**config.mk**
```make
export PLATFORM = sky130hd
export DESIGN_NAME = cache_controller_assoc
export DESIGN_NICKNAME = d
export VERILOG_FILES = /design/src/rtl/cache_controller_assoc.sv
export SDC_FILE = /design/constraint.sdc
export NUM_CORES = 1
export LEC_CHECK = 0
export BUFFER_PORTS_ARGS = -buffer_cell sky130_fd_sc_hd__buf_4
export CORE_MARGIN = 4
export CORE_UTILIZATION = 40
export CTS_CLUSTER_SIZE = 12
export DETAILED_ROUTE_END_ITERATION = 16
export PLACE_DENSITY = 0.66
export RECOVER_POWER = 50
export SLEW_MARGIN = 20
export SYNTH_ARGS = -nofsm -noshare
export SYNTH_HDL_FRONTEND = slang
export SYNTH_SLANG_ARGS = --single-unit
```
**constraint.sdc**
```tcl
create_clock -name clk -period 2.85 [get_ports clk]
set_clock_uncertainty 0.15 [all_clocks]
set_input_delay 0.1425 -clock clk [delete_from_list [all_inputs] [get_ports clk]]
set_output_delay 0.1425 -clock clk [all_outputs]
set_load 0.1 [all_outputs]
```
**src/rtl/cache_controller_assoc.sv**
```systemverilog
// Control FSM for a WAYS-way set-associative cache with multi-word blocks.
// Owns the burst word counter and victim selection; the datapath reports per-way status.
module cache_controller_assoc #(
    parameter int WAYS            = 4,
    parameter int WORDS_PER_BLOCK = 4,
    parameter bit WRITE_BACK      = 1'b1,
    localparam int WAY_W          = (WAYS > 1) ? $clog2(WAYS) : 1,
    localparam int OFF_W          = (WORDS_PER_BLOCK > 1) ? $clog2(WORDS_PER_BLOCK) : 1
) (
    input  logic             clk,
    input  logic             reset_n,
    input  logic             req_valid,
    input  logic [1:0]       req_operation,
    output logic             req_fulfilled,
    input  logic [WAYS-1:0]  way_hit,
    input  logic [WAYS-1:0]  way_valid,
    input  logic [WAYS-1:0]  way_dirty,
    output logic             hmem_req_valid,
    output logic [1:0]       hmem_req_operation,
    input  logic             hmem_req_fulfilled,
    output logic             miss_recovery_mode,
    output logic [WAY_W-1:0] selected_way,
    output logic [OFF_W-1:0] word_offset,
    output logic             perform_write,
    output logic             set_selected_dirty_bit,
    output logic             clear_selected_dirty_bit,
    output logic             clear_selected_valid_bit,
    output logic             finish_new_line_install,
    output logic             set_hmem_block_address,
    output logic             use_victim_tag_for_hmem_block_address
);
    typedef enum logic [1:0] {LOAD = 2'd0, STORE = 2'd1, CLFLUSH = 2'd2} memory_operation_e;
    typedef enum logic [2:0] {
        ST_IDLE          = 3'd0,
        ST_WRITEBACK     = 3'd1,
        ST_ALLOCATE      = 3'd2,
        ST_FLUSH         = 3'd3,
        ST_WRITE_THROUGH = 3'd4
    } state_e;

    localparam logic [OFF_W-1:0] LAST_WORD = OFF_W'(WORDS_PER_BLOCK - 1);
    localparam logic [WAY_W-1:0] LAST_WAY  = WAY_W'(WAYS - 1);

    state_e            state_r, next_state_s;
    logic [WAY_W-1:0]  rr_ptr_r, latched_way_r, next_way_s;
    logic [OFF_W-1:0]  word_offset_r;
    logic              from_rr_r, next_from_rr_s;
    logic [WAY_W-1:0]  hit_way_s, victim_way_s;
    logic              hit_any_s, victim_from_rr_s, victim_dirty_s, last_beat_s;

    function automatic logic [WAY_W-1:0] lowest_set(input logic [WAYS-1:0] vec);
        lowest_set = '0;
        for (int i = WAYS - 1; i >= 0; i--) begin
            if (vec[i]) lowest_set = WAY_W'(i);
        end
    endfunction

    // Hit/victim resolution for the indexed set; invalid ways are filled before evicting rr_ptr.
    always_comb begin
        hit_any_s        = |way_hit;
        hit_way_s        = lowest_set(way_hit);
        victim_from_rr_s = &way_valid;
        victim_way_s     = victim_from_rr_s ? rr_ptr_r : lowest_set(~way_valid);
        victim_dirty_s   = way_valid[victim_way_s] && way_dirty[victim_way_s];
        next_way_s       = hit_any_s ? hit_way_s : victim_way_s;
        next_from_rr_s   = !hit_any_s && victim_from_rr_s;
        last_beat_s      = hmem_req_fulfilled && (word_offset_r == LAST_WORD);
    end

    // Next-state and control strobes; IDLE responds combinationally for zero-wait hits.
    always_comb begin
        next_state_s                          = state_r;
        req_fulfilled                         = 1'b0;
        hmem_req_valid                        = 1'b0;
        hmem_req_operation                    = LOAD;
        miss_recovery_mode                    = 1'b1;
        selected_way                          = latched_way_r;
        perform_write                         = 1'b0;
        set_selected_dirty_bit                = 1'b0;
        clear_selected_dirty_bit              = 1'b0;
        clear_selected_valid_bit              = 1'b0;
        finish_new_line_install               = 1'b0;
        set_hmem_block_address                = 1'b0;
        use_victim_tag_for_hmem_block_address = 1'b0;
        case (state_r)
            ST_IDLE: begin
                miss_recovery_mode = 1'b0;
                selected_way       = hit_way_s;
                if (req_valid) begin
                    case (req_operation)
                        LOAD: begin
                            if (hit_any_s) begin
                                req_fulfilled = 1'b1;
                            end else begin
                                set_hmem_block_address                = 1'b1;
                                use_victim_tag_for_hmem_block_address = WRITE_BACK && victim_dirty_s;
                                next_state_s = (WRITE_BACK && victim_dirty_s) ? ST_WRITEBACK : ST_ALLOCATE;
                            end
                        end
                        STORE: begin
                            if (hit_any_s && WRITE_BACK) begin
                                perform_write          = 1'b1;
                                req_fulfilled          = 1'b1;
                                set_selected_dirty_bit = 1'b1;
                            end else if (hit_any_s) begin
                                perform_write = 1'b1;
                                next_state_s  = ST_WRITE_THROUGH;
                            end else if (WRITE_BACK) begin
                                set_hmem_block_address                = 1'b1;
                                use_victim_tag_for_hmem_block_address = victim_dirty_s;
                                next_state_s = victim_dirty_s ? ST_WRITEBACK : ST_ALLOCATE;
                            end else begin
                                set_hmem_block_address = 1'b1;
                                next_state_s           = ST_WRITE_THROUGH;
                            end
                        end
                        CLFLUSH: begin
                            if (!hit_any_s) begin
                                req_fulfilled = 1'b1;
                            end else if (way_dirty[hit_way_s]) begin
                                set_hmem_block_address                = 1'b1;
                                use_victim_tag_for_hmem_block_address = 1'b1;
                                next_state_s                          = ST_FLUSH;
                            end else begin
                                clear_selected_valid_bit = 1'b1;
                                req_fulfilled            = 1'b1;
                            end
                        end
                        default: begin
                            next_state_s = ST_IDLE;
                        end
                    endcase
                end else begin
                    next_state_s = ST_IDLE;
                end
            end
            ST_WRITEBACK: begin
                hmem_req_valid     = 1'b1;
                hmem_req_operation = STORE;
                if (last_beat_s) begin
                    clear_selected_dirty_bit = 1'b1;
                    clear_selected_valid_bit = 1'b1;
                    set_hmem_block_address   = 1'b1;
                    next_state_s             = ST_ALLOCATE;
                end else begin
                    next_state_s = ST_WRITEBACK;
                end
            end
            ST_ALLOCATE: begin
                hmem_req_valid     = 1'b1;
                hmem_req_operation = LOAD;
                perform_write      = hmem_req_fulfilled;
                if (last_beat_s) begin
                    finish_new_line_install  = 1'b1;
                    clear_selected_dirty_bit = 1'b1;
                    next_state_s             = ST_IDLE;
                end else begin
                    next_state_s = ST_ALLOCATE;
                end
            end
            ST_FLUSH: begin
                hmem_req_valid     = 1'b1;
                hmem_req_operation = STORE;
                if (last_beat_s) begin
                    clear_selected_dirty_bit = 1'b1;
                    clear_selected_valid_bit = 1'b1;
                    req_fulfilled            = 1'b1;
                    next_state_s             = ST_IDLE;
                end else begin
                    next_state_s = ST_FLUSH;
                end
            end
            ST_WRITE_THROUGH: begin
                hmem_req_valid     = 1'b1;
                hmem_req_operation = STORE;
                if (hmem_req_fulfilled) begin
                    req_fulfilled = 1'b1;
                    next_state_s  = ST_IDLE;
                end else begin
                    next_state_s = ST_WRITE_THROUGH;
                end
            end
            default: begin
                next_state_s                          = ST_IDLE;
                req_fulfilled                         = 1'bx;
                hmem_req_valid                        = 1'bx;
                hmem_req_operation                    = 2'bxx;
                miss_recovery_mode                    = 1'bx;
                selected_way                          = 'x;
                perform_write                         = 1'bx;
                set_selected_dirty_bit                = 1'bx;
                clear_selected_dirty_bit              = 1'bx;
                clear_selected_valid_bit              = 1'bx;
                finish_new_line_install               = 1'bx;
                set_hmem_block_address                = 1'bx;
                use_victim_tag_for_hmem_block_address = 1'bx;
            end
        endcase
    end

    // State, burst counter, latched way and round-robin pointer.
    always_ff @(posedge clk) begin
        if (!reset_n) begin
            state_r       <= ST_IDLE;
            rr_ptr_r      <= '0;
            word_offset_r <= '0;
            latched_way_r <= '0;
            from_rr_r     <= 1'b0;
        end else begin
            state_r <= next_state_s;
            if (state_r == ST_IDLE) begin
                if (next_state_s != ST_IDLE) begin
                    latched_way_r <= next_way_s;
                    from_rr_r     <= next_from_rr_s;
                    word_offset_r <= '0;
                end
            end else if (state_r != ST_WRITE_THROUGH && hmem_req_fulfilled) begin
                word_offset_r <= (word_offset_r == LAST_WORD) ? '0 : word_offset_r + OFF_W'(1);
            end
            // Only a round-robin eviction advances the pointer; filling an invalid way does not.
            if (state_r == ST_ALLOCATE && last_beat_s && from_rr_r) begin
                rr_ptr_r <= (rr_ptr_r == LAST_WAY) ? '0 : rr_ptr_r + WAY_W'(1);
            end
        end
    end

    assign word_offset = word_offset_r;
endmodule

```
==> results of run 1 <==
==> worst paths after layout <==
kind	to	startpoint	depth (start not counted)	slack, ns
max	perform_write	state_r[1]$_SDFF_PN0_	6	0.31
min	from_rr_r$_SDFFE_PN0P_	way_valid[2]	3	0.05
max reg2reg	latched_way_r[0]$_SDFFE_PN0P_	rr_ptr_r[0]$_SDFFE_PN0P_	7	0.38
min reg2reg	from_rr_r$_SDFFE_PN0P_	from_rr_r$_SDFFE_PN0P_	2	0.32
==> sequential cells by signal (all words and copies together), names as in the netlist <==
register and count:
from_rr_r 1, latched_way_r 2, rr_ptr_r 2, state_r 3
word_offset 2
==> tightest hold or removal path: stages <==
cell and delay [ns]:
buf_4 0.13, nand4_1 0.07, mux2i_1 0.07
==> final cells by class <==
type / instances / area (um2)
sequential: 10 / 200.2
tap: 28 / 35.03
clock buffer: 4 / 36.28
multi-input combinational: 113 / 809.5
inverter: 5 / 18.77
timing repair buffer: 33 / 221.5
fill: 226 / 954.7
==> placed cells by master, fill, tap and decap left out, types with 2 or more instances in the layout <==
master,count
ha_1,2
clkbuf_1,7
nand3b_1,2
dfxtp_1,10
o21ai_0,6
nor2_1,7
a21oi_1,8
clkbuf_4,3
mux2i_1,5
nor3b_1,3
a21boi_0,2
inv_1,5
nand2b_1,2
nand2_1,26
o21ai_2,3
nand3_1,6
o22ai_1,4
nand4_1,3
buf_4,24
o21a_1,2
nor2b_1,4
==> metal layers <==
metal / vias to the layer above / track usage / wire length, um
met5: - / 0 / 0
met4: 0 / 0.05298 / 36
met3: 4 / 0.01559 / 183
met2: 39 / 0.2613 / 1240
met1: 499 / 0.2385 / 1220
li1: 550 / - / -
==> power by group <==
part	internal [mW]	leakage (nW)	switching (mW)	total [mW]
Clock	0.0774	0.0210	0.0461	0.123
Combinational	0.0887	0.421	0.233	0.321
Sequential	0.146	0.0810	0.0109	0.157
Total	0.312	0.523	0.290	0.602
==> logic make-up (layout without fill, tap and decap cells) <==
logic type | Yosys count | after routing | synth area share
xor+xnor | 1 | 1 | 0.008896
compound gates | 40 | 40 | 0.3088
mux | 5 | 5 | 0.05464
simple gates | 64 | 64 | 0.3418
fa+ha+maj | 2 | 2 | 0.02541
other cells | 1 | 1 | 0.003808
flops | 10 | 10 | 0.2033
buf+inv | 11 | 42 | 0.05337
==> results by group, run 1 <==
Outcome
  • Run status: finished, final reports clean

Floorplanning
  • Die width: slightly below 60 um
  • Die area: about 3300 um2
  • Core Area: roughly 2300 um2
  • # IOs: 34
  • Initial core utilization: 0.4327
  • Die Y: 57.62 um
  • # rows: 17

Critical path
  • Crit path largest cell delay: 0.42 ns
  • Worst EP arrival: 2.24 ns
  • Nature of the critical path startpoint: flip-flop
  • Slowest stage cell, crit path: nor4b_4
  • Kind of critical path: reg -> out
  • CP endpoint kind: output port
  • Req. time, crit path: 2.56 ns
  • WP buf/inv: 1
  • Largest delay contributor family on the critical path: simple AND/OR/NAND/NOR gates
  • Crit-path max FO: 9
  • Cell Chain, Critical Path: nor2_4 -> xnor2_4 -> nand2b_1 -> nor4b_4 -> a21o_4 -> buf_4

Finish
  • Antenna Cells: 0
  • Nets@finish: 186
  • Syn-to-layout area delta: 34.18%
  • Fin cells: just under 200
  • Cell area after layout: 1321 um2
  • Fraction of layout cells with a size suffix above 1: 0.2788
  • Core Util, Final: 0.5805

Yosys
  • Syn Nets: 154
  • Yosys top cell by area: dfxtp_1
  • Gate Count Post-Synth: 134
  • Largest cells by area after synthesis: dfxtp_1 20%, nand2_1 9.9%, a21oi_1 4.1%, mux2i_1 4.1%, o21ai_0 3.6%
  • Flop and latch count out of synthesis: 10
  • Netlist Area Pre-Place: 984.7 um2
  • Asr flop ratio synth: 0
  • Main flop type after synthesis: dfxtp_1
  • Yosys cell types: 45
  • Area share of the largest cell type after synthesis: 0.2033
  • Top-count cell post-synth: nand2_1
  • Syn Area/Cell: 7.348 um2
  • Yosys Warn Count: 0
  • Sequential fraction of the synthesis area: 0.2033
  • Post-synth EDFFs: 0
  • Post-synth top cells: 26 x nand2_1, 10 x dfxtp_1, 8 x a21oi_1, 8 x nor2_1, 7 x o21ai_0

Route
  • Drt initial violations: 31
  • DRC viols: 0
  • Post-route ant nets: 0
  • Vias per Instance: 5.658
  • Drt wl/cell: 13.89 um
  • Vias: 1,092
  • Aggregate routed wire length: 2.680 mm
  • Initial DRT Pass Iterations: 4

Timing
  • Setup TNS: 0 ns
  • Hold WS: roughly 0.054 ns
  • Max Slew Vio Count: 0
  • Fin. Hold Viols: 0
  • Final period util: 0.8902
  • Worst-margin pin slew: 1.172 ns
  • F_max: about 390 MHz
  • Unrepaired setup endpoints after global routing: no
  • Final setup violation count: 0
  • Final setup margin: 0.3130 ns
  • Relative slew margins: 0.2219
  • Min cycle time layout: approximately 2.5 ns

Clock network
  • Num CTS Buffers: 3
  • Post-CTS Resized: 0
  • Post-CTS Setup Bufs: 0
  • Clock sinks: 10
  • H-Tree Depth: 1
  • Clock Path Buffers: 2
  • Clock-pin slew of the registers on the worst-case setup and hold paths: roughly 0.070 ns
  • Post-CTS Hold Buffers: 1
  • Root buf cell: clkbuf_4
  • CTS tree: yes
  • Clk Latency, worst-skew pair: 0.25 ns

GRT
  • Antenna violations before repair: 0
  • First-pass GRT wire length: between 4 and 5 mm
  • Congestion Overflow GR: 0
  • Gr usage total: 0.1664
  • Vias in the first global route: 980
  • Largest net degree at the start of global routing: 16

Power and ir drop
  • Power Dens Cells: 455.8 nW/um2
  • Peak VDD IR: 0.0003483 V
  • Total power: 0.6022 mW
  • Leak: 0.5232 nW

Placement
  • DP Wirelength: 2.165 mm
  • Pre-CTS worst setup slack: 0.4046 ns
  • Placed cell areas: 1308 um2
  • PortBufs: 32
  • Dpl cells: between 150 and 200
  • Final Wtd Congestion: ~0.89

Worst hold path
  • Worst min-delay path category: in -> reg

Run
  • MaxCap Viol Count: 0
No activity file was read; power rests on OpenSTA's default activity.
==> inputs of run 2 (changes only) <==
Settings changed: ABC_AREA from default to 1, HOLD_SLACK_MARGIN from default to 0.08, PLACE_DENSITY 0.66 to 0.67.
==> results by group, run 2 <==
Yosys
  • Syn Nets: 181 (was 154)
  • Post-synth EDFFs: 0 (unchanged)
  • Yosys top cell by area: dfxtp_1 (unchanged)
  • Gate Count Post-Synth: 161 (was 134)
  • Main flop type after synthesis: dfxtp_1 (unchanged)
  • Netlist Area Pre-Place: 950.9 um2 (was 984.7 um2)
  • Yosys Warn Count: 0 (unchanged)
  • Asr flop ratio synth: 0 (unchanged)
  • Flop and latch count out of synthesis: 10 (unchanged)
  • Syn Area/Cell: 5.906 um2 (was 7.348 um2)
  • Top-count cell post-synth: nand2_1 (unchanged)
  • Largest cells by area after synthesis: dfxtp_1 21%, nand2_1 12%, inv_1 11%, nor2_1 9.5%, nand3_1 7.9% (was dfxtp_1 20%, nand2_1 9.9%, a21oi_1 4.1%, mux2i_1 4.1%, o21ai_0 3.6%)
  • Yosys cell types: 26 (was 45)
  • Post-synth top cells: 30 x nand2_1, 27 x inv_1, 24 x nor2_1 (was 26 x nand2_1, 10 x dfxtp_1, 8 x a21oi_1, 8 x nor2_1, 7 x o21ai_0)
  • Area share of the largest cell type after synthesis: 0.2105 (was 0.2033)
  • Sequential fraction of the synthesis area: 0.2105 (was 0.2033)

Critical path
  • Nature of the critical path startpoint: flip-flop (unchanged)
  • Kind of critical path: reg -> out (unchanged)
  • Worst R2R End: from_rr_r$_SDFFE_PN0P_ (was latched_way_r[0]$_SDFFE_PN0P_)
  • Worst R2R Setup Slack: 0.43 ns (was 0.38 ns)
  • R2r startpoint: word_offset[0]$_SDFFE_PN0P_ (was rr_ptr_r[0]$_SDFFE_PN0P_)
  • Req. time, crit path: 2.56 ns (about the same)
  • Worst EP arrival: 2.28 ns (was 2.24 ns)
  • Crit-path max FO: 7 (was 9)
  • CP endpoint kind: output port (unchanged)
  • FF-to-FF path depth: 12 (was 7)

Timing
  • Min cycle time layout: 2.569 ns (was 2.537 ns)
  • Fin. Hold Viols: 0 (unchanged)
  • Max Slew Vio Count: 0 (unchanged)
  • Final period util: 0.9013 (was 0.8902)
  • Final setup violation count: 0 (unchanged)
  • Relative slew margins: 0.2200 (was 0.2219)
  • Unrepaired setup endpoints after global routing: no (unchanged)
  • Final setup margin: 0.2812 ns (was 0.3130 ns)
  • Worst-margin pin slew: 1.175 ns (was 1.172 ns)
  • F_max: 389.3 MHz (was 394.2 MHz)

Finish
  • Fraction of layout cells with a size suffix above 1: 0.3198 (was 0.2788)
  • Most frequent cells in the layout: 30 x nand2_1, 27 x buf_4, 25 x inv_1 (was 26 x nand2_1, 24 x buf_4, 10 x dfxtp_1)
  • Most common cell after layout, fill and taps aside: nand2_1 (unchanged)
  • Reg with most FFs: state_r (unchanged)
  • Cell area after layout: 1348 um2 (was 1321 um2)
  • Largest register FFs: 3 (unchanged)
  • Antenna Cells: 0 (unchanged)
  • Nets@finish: 218 (was 186)
  • Syn-to-layout area delta: 41.71% (was 34.18%)

Floorplanning
  • Die area: 3221 um2 (was 3319 um2)
  • Initial core utilization: 0.4258 (was 0.4327)
  • Core Area: 2233 um2 (was 2276 um2)
  • # rows: 17 (unchanged)
  • Die Y: 56.76 um (was 57.62 um)
  • # IOs: 34 (unchanged)
  • Die width: 56.76 um (was 57.62 um)

Placement
  • Placed cell areas: 1311 um2 (was 1308 um2)
  • Final Wtd Congestion: 0.8182 (was 0.8948)
  • Pre-CTS worst setup slack: 0.5615 ns (was 0.4046 ns)
  • PortBufs: 32 (unchanged)
  • DP Wirelength: 2.218 mm (was 2.165 mm)

Power and ir drop
  • Part of the power in combinational logic: 0.529 (was 0.534)
  • Total power: 0.6186 mW (was 0.6022 mW)
  • Seq pwr share: 0.269 (was 0.261)
  • NetSw: 0.3039 mW (was 0.2897 mW)
  • Power Dens Cells: 459.0 nW/um2 (was 455.8 nW/um2)
  • Peak VDD IR: 0.0005249 V (was 0.0003483 V)
  • Clock group share of total power: 0.202 (was 0.205)
  • Leak: 0.6650 nW (was 0.5232 nW)
  • Switching Share: 0.4913 (was 0.4811)
  • Power Internal: 0.3147 mW (was 0.3125 mW)

Worst hold path
  • Worst min-delay path category: in -> reg (unchanged)
  • Hold Path Stages: 4 (was 3)
  • Hold_sp: req_operation[0] (was way_valid[2])
  • Hold Crit Endpoint: state_r[0]$_SDFF_PN0_ (was from_rr_r$_SDFFE_PN0P_)

Route
  • Vias per Instance: 4.907 (was 5.658)
  • Initial DRT Pass Iterations: 4 (unchanged)
  • DRC viols: 0 (unchanged)
  • Drt initial violations: 29 (was 31)
  • Post-route ant nets: 0 (unchanged)
  • Aggregate routed wire length: 2.574 mm (was 2.680 mm)
  • Vias: 1,104 (was 1,092)
  • Drt wl/cell: 11.44 um (was 13.89 um)

GRT
  • Congestion Overflow GR: 0 (unchanged)
  • Vias in the first global route: 1,060 (was 980)
  • Antenna violations before repair: 0 (unchanged)
  • Largest net degree at the start of global routing: 13 (was 16)
  • First-pass GRT wire length: 4.429 mm (was 4.498 mm)
  • Gr usage total: 0.1659 (was 0.1664)

Clock network
  • H-Tree Depth: 1 (unchanged)
  • Clock-pin slew of the registers on the worst-case setup and hold paths: 0.06 ns (was 0.07 ns)
  • Num CTS Buffers: 3 (unchanged)
  • Clk Latency, worst-skew pair: 0.26 ns (was 0.25 ns)
  • Post-CTS Setup Bufs: 0 (unchanged)
  • Clock sinks: 10 (unchanged)
  • Root buf cell: clkbuf_4 (unchanged)
  • Clock Path Buffers: 2 (unchanged)
  • CTS tree: yes (unchanged)

Run
  • MaxCap Viol Count: 0 (unchanged)

Outcome
  • Run status: finished, final reports clean (unchanged)
[run 2: cell types whose count changed in the layout (fill, tap and decap cells not counted), moves of 4 or more]
cell,previous run,this run
nor2b_1,4,0
mux2i_1,5,0
nor2_1,7,20
nor2_2,1,5
o22ai_1,4,0
inv_1,5,25
inv_2,0,4
nand2_1,26,30
o21ai_4,0,4
nand3_1,6,15
nand2_2,0,4
[run 2: repair_timing]
item / CTS / global route
hold buffers: 3 / 0
hold endpoints to repair: 10 / 0
resized for setup: 0 / 0
[run 2: kinds of logic (layout without fill, tap and decap cells)]
group	Yosys count	in the layout	synth area share
buffers and inverters	33	69	0.1460
other	1	1	0.003944
and+or+nand+nor	88	88	0.4500
adders and majority gates	2	2	0.02631
DFF	10	10	0.2105
AOI/OAI and AO/OA	27	27	0.1632
[run 2: worst max-delay path by stage]
stage                                      from  slack, ns  depth (start not counted)                       end
global placement          state_r[1]$_SDFF_PN0_       0.63                         11  clear_selected_valid_bit
detailed placement        state_r[1]$_SDFF_PN0_       0.56                         11  clear_selected_valid_bit
floorplan           word_offset[0]$_SDFFE_PN0P_      -0.06                          3   finish_new_line_install
global route              state_r[1]$_SDFF_PN0_       0.07                         11  clear_selected_valid_bit
finish                    state_r[1]$_SDFF_PN0_       0.28                         11  clear_selected_valid_bit
CTS                       state_r[1]$_SDFF_PN0_       0.26                         11  clear_selected_valid_bit
[run 2: area by class of cell]
cell class / instances / area (um2)
well taps: 28 / 35.03
multi-input cells: 118 / 708.2
clock buffers: 4 / 36.28
fillers: 224 / 885.9
inverters: 30 / 116.4
repair buffers: 35 / 251.5
flip-flops and latches: 10 / 200.2
[run 2: through the flow]
| step | TNS [ns] | hold WS [ns] | utilization | instances |
|---|---|---|---|---|
| finish | 0 | 0.1810 | 0.6034 | 225 |
| floorplan | -0.1107 | 0.07181 | - | 161 |
| detailed placement | 0 | 0.2177 | 0.5871 | 218 |
| global placement | 0 | 0.2166 | 0.5871 | 218 |
| global route | 0 | 0.2031 | 0.6034 | 225 |
| CTS | 0 | 0.1643 | 0.6168 | 225 |
[run 2: metal layers]
metal  track usage  vias up  wire length [um]
li1              -      582                 -
met1        0.1948      494              1117
met2        0.3102       26              1312
met3       0.03908        2               139
met4       0.01987        0                 4
met5             0        -                 0
[run 2: critical path, cell delays in order (launching register included)]
cell and delay (ns):
dfxtp_1 0.44, nor2_2 0.10, inv_2 0.10, nor2_1 0.06, inv_2 0.12, nand2_8 0.06
nor2_2 0.12, clkinvlp_4 0.22, nor2_4 0.19, nand3_1 0.13, o21ai_4 0.16, buf_4 0.30
[run 2: power by group through the flow]
| stage | sequential [mW] | clock, mW | combinational [mW] |
|---|---|---|---|
| final | 0.166 | 0.125 | 0.327 |
| after global routing | 0.168 | 0.139 | 0.354 |
| after detailed placement | 0.169 | 0 | 0.338 |
| after global placement | 0.169 | 0 | 0.333 |
| after CTS | 0.166 | 0.131 | 0.340 |
| after floorplan | 0.207 | 0 | 0.230 |
==> inputs of run 3 (changes only) <==
Settings changed: ABC_AREA 1 to default, CORE_UTILIZATION 40 to 38, PLACE_DENSITY 0.67 to default.
Clock period 2.85 ns to 2.9 ns, I/O delays scaled along.
==> results by group, run 3 (synthesis results as in run 1) <==
Outcome
  • Run status: finished, final reports clean (unchanged)

Critical path
  • Kind of critical path: in -> reg (was reg -> out)
  • Crit path from: way_valid[2] (was state_r[1]$_SDFF_PN0_)
  • Largest delay contributor family on the critical path: compound AO/OA/AOI/OAI gates (was buffers and inverters)
  • WP buf/inv: 2 (was 4)
  • FF-to-FF path depth: 7 (was 12)
  • Worst EP arrival: 2.61 ns (was 2.28 ns)
  • R2r startpoint: rr_ptr_r[0]$_SDFFE_PN0P_ (was word_offset[0]$_SDFFE_PN0P_)
  • Cell Chain, Critical Path: dlygate4sd3_1 -> buf_4 -> nand2_1 -> o22ai_1 -> mux2i_1 -> o211ai_1 -> a211o_1 -> a211oi_4 -> mux2i_1 (was nor2_2 -> inv_2 -> nor2_1 -> inv_2 -> nand2_8 -> nor2_2 -> clkinvlp_4 -> nor2_4 -> nand3_1 -> o21ai_4 -> buf_4)
  • Critical path destination: from_rr_r$_SDFFE_PN0P_ (was clear_selected_valid_bit)
  • Crit path largest cell delay: 0.52 ns (was 0.44 ns)
  • CP endpoint kind: flip-flop (was output port)
  • Crit-path most repeated cell: mux2i_1
  • Nature of the critical path startpoint: input pin (was flip-flop)
  • Slowest stage cell, crit path: dlygate4sd3_1 (was dfxtp_1)
  • Crit-path max FO: 5 (was 7)
  • Req. time, crit path: 2.94 ns (was 2.56 ns)
  • Worst R2R End: from_rr_r$_SDFFE_PN0P_ (unchanged)
  • Path length in cells of the critical path: 9 (was 11)
  • Worst R2R Setup Slack: 0.42 ns (was 0.43 ns)

Floorplanning
  • Die width: 58.91 um (was 56.76 um)
  • Die Y: 58.91 um (was 56.76 um)
  • # rows: 18 (was 17)
  • Core Area: 2477 um2 (was 2233 um2)
  • Die area: 3470 um2 (was 3221 um2)
  • Initial core utilization: 0.3975 (was 0.4258)
  • # IOs: 34 (unchanged)

Timing
  • Min cycle time layout: 2.572 ns
  • Final setup violation count: 0 (unchanged)
  • Max Slew Vio Count: 0 (unchanged)
  • Final setup margin: 0.3282 ns (was 0.2812 ns)
  • Unrepaired setup endpoints after global routing: no (unchanged)
  • Hold WS: 0.1193 ns (was 0.1810 ns)
  • F_max: 388.8 MHz
  • Final period util: 0.8868
  • Worst-margin pin slew: 1.180 ns (was 1.175 ns)
  • Relative slew margins: 0.2166 (was 0.2200)
  • Fin. Hold Viols: 0 (unchanged)

GRT
  • Antenna violations before repair: 0 (unchanged)
  • First-pass GRT wire length: 4.478 mm (was 4.429 mm)
  • Gr usage total: 0.1651 (was 0.1659)
  • Congestion Overflow GR: 0 (unchanged)
  • Largest net degree at the start of global routing: 16 (was 13)
  • Vias in the first global route: 975 (was 1,060)

Clock network
  • Clock Path Buffers: 2 (unchanged)
  • Root buf cell: clkbuf_4 (unchanged)
  • Clk Latency, worst-skew pair: 0.26 ns (about the same)
  • CTS tree: yes (unchanged)
  • Post-CTS Setup Bufs: 0 (unchanged)
  • H-Tree Depth: 1 (unchanged)
  • Num CTS Buffers: 3 (unchanged)
  • Clock sinks: 10 (unchanged)
  • Post-CTS Resized: 0 (unchanged)
  • Clock-pin slew of the registers on the worst-case setup and hold paths: 0.06 ns (about the same)

Worst hold path
  • Hold Path Stages: 4 (unchanged)
  • Worst min-delay path category: in -> reg (unchanged)
  • Hold_sp: way_hit[0] (was req_operation[0])

Finish
  • Most frequent cells in the layout: 26 x nand2_1, 24 x buf_4, 10 x dfxtp_1 (was 30 x nand2_1, 27 x buf_4, 25 x inv_1)
  • Fraction of layout cells with a size suffix above 1: 0.2738 (was 0.3198)
  • Nets@finish: 189 (was 218)
  • Largest register FFs: 3 (unchanged)
  • Most common cell after layout, fill and taps aside: nand2_1 (unchanged)
  • Antenna Cells: 0 (unchanged)
  • Core Util, Final: 0.5465 (was 0.6034)
  • Syn-to-layout area delta: 37.48% (was 41.71%)
  • Cell area after layout: 1354 um2 (was 1348 um2)
  • Reg with most FFs: state_r (unchanged)

Route
  • Vias: 1,103 (was 1,104)
  • Initial DRT Pass Iterations: 4 (unchanged)
  • Vias per Instance: 5.571 (was 4.907)
  • Aggregate routed wire length: 2.755 mm (was 2.574 mm)
  • Post-route ant nets: 0 (unchanged)
  • Drt wl/cell: 13.91 um (was 11.44 um)
  • DRC viols: 0 (unchanged)
  • Drt initial violations: 34 (was 29)

Placement
  • Pre-CTS worst setup slack: 0.4637 ns (was 0.5615 ns)
  • Placed cell areas: 1310 um2 (was 1311 um2)
  • PortBufs: 32 (unchanged)
  • Final Wtd Congestion: 0.8511 (was 0.8182)
  • DP Wirelength: 2.171 mm (was 2.218 mm)

Power and ir drop
  • Power Dens Cells: 438.7 nW/um2 (was 459.0 nW/um2)
  • Peak VDD IR: 0.0003165 V (was 0.0005249 V)
  • Leak: 0.5329 nW (was 0.6650 nW)

Run
  • MaxCap Viol Count: 0 (unchanged)
-- run 3: what timing repair did --
action	in CTS	in global routing
hold buffers	4	0
endpoints found under the setup margin	0	0
hold endpoints to repair	8	0
-- run 3: worst min-delay path by stage --
stage | slack [ns] | to
after CTS | 0.11 | latched_way_r[0]$_SDFFE_PN0P_
after global routing | 0.12 | latched_way_r[0]$_SDFFE_PN0P_
after floorplan | 0.15 | rr_ptr_r[0]$_SDFFE_PN0P_
final | 0.12 | latched_way_r[0]$_SDFFE_PN0P_
after detailed placement | 0.24 | state_r[2]$_SDFF_PN0_
after global placement | 0.24 | state_r[2]$_SDFF_PN0_
-- run 3: where the power goes --
part	total, mW	internal (mW)	switching (mW)
logic	0.317	0.0889	0.228
registers	0.155	0.144	0.0110
clock network	0.122	0.0761	0.0460
total	0.594	0.309	0.285
-- run 3: per-stage QoR --
step	cells	TNS, ns	power (mW)
after floorplan	134	-0.6778	0.4110
after global placement	190	0	0.4809
after detailed placement	190	0	0.4814
after CTS	198	0	0.6103
after global routing	198	0	0.6265
final	198	0	0.5939
-- run 3: cell type report --
| type | instances | area, um2 |
|---|---|---|
| clock buffers | 4 | 36.28 |
| fillers | 266 | 1124 |
| inverters | 5 | 18.77 |
| multi-input cells | 113 | 809.5 |
| flip-flops and latches | 10 | 200.2 |
| well taps | 30 | 37.54 |
| repair buffers | 36 | 251.5 |
-- run 3: tightest hold or removal path, delay by kind of cell --
kind	cells	cell delay, ns
muxes	1	0.06
buffers and inverters	1	0.15
AOI/OAI and AO/OA	1	0.06
and+or+nand+nor	1	0.06
-- run 3: per-layer routing --
layer  share of wire  track usage
met5               0            0
met4           0.011      0.04854
met1            0.46       0.2323
met3           0.060      0.01535
met2            0.47       0.2666
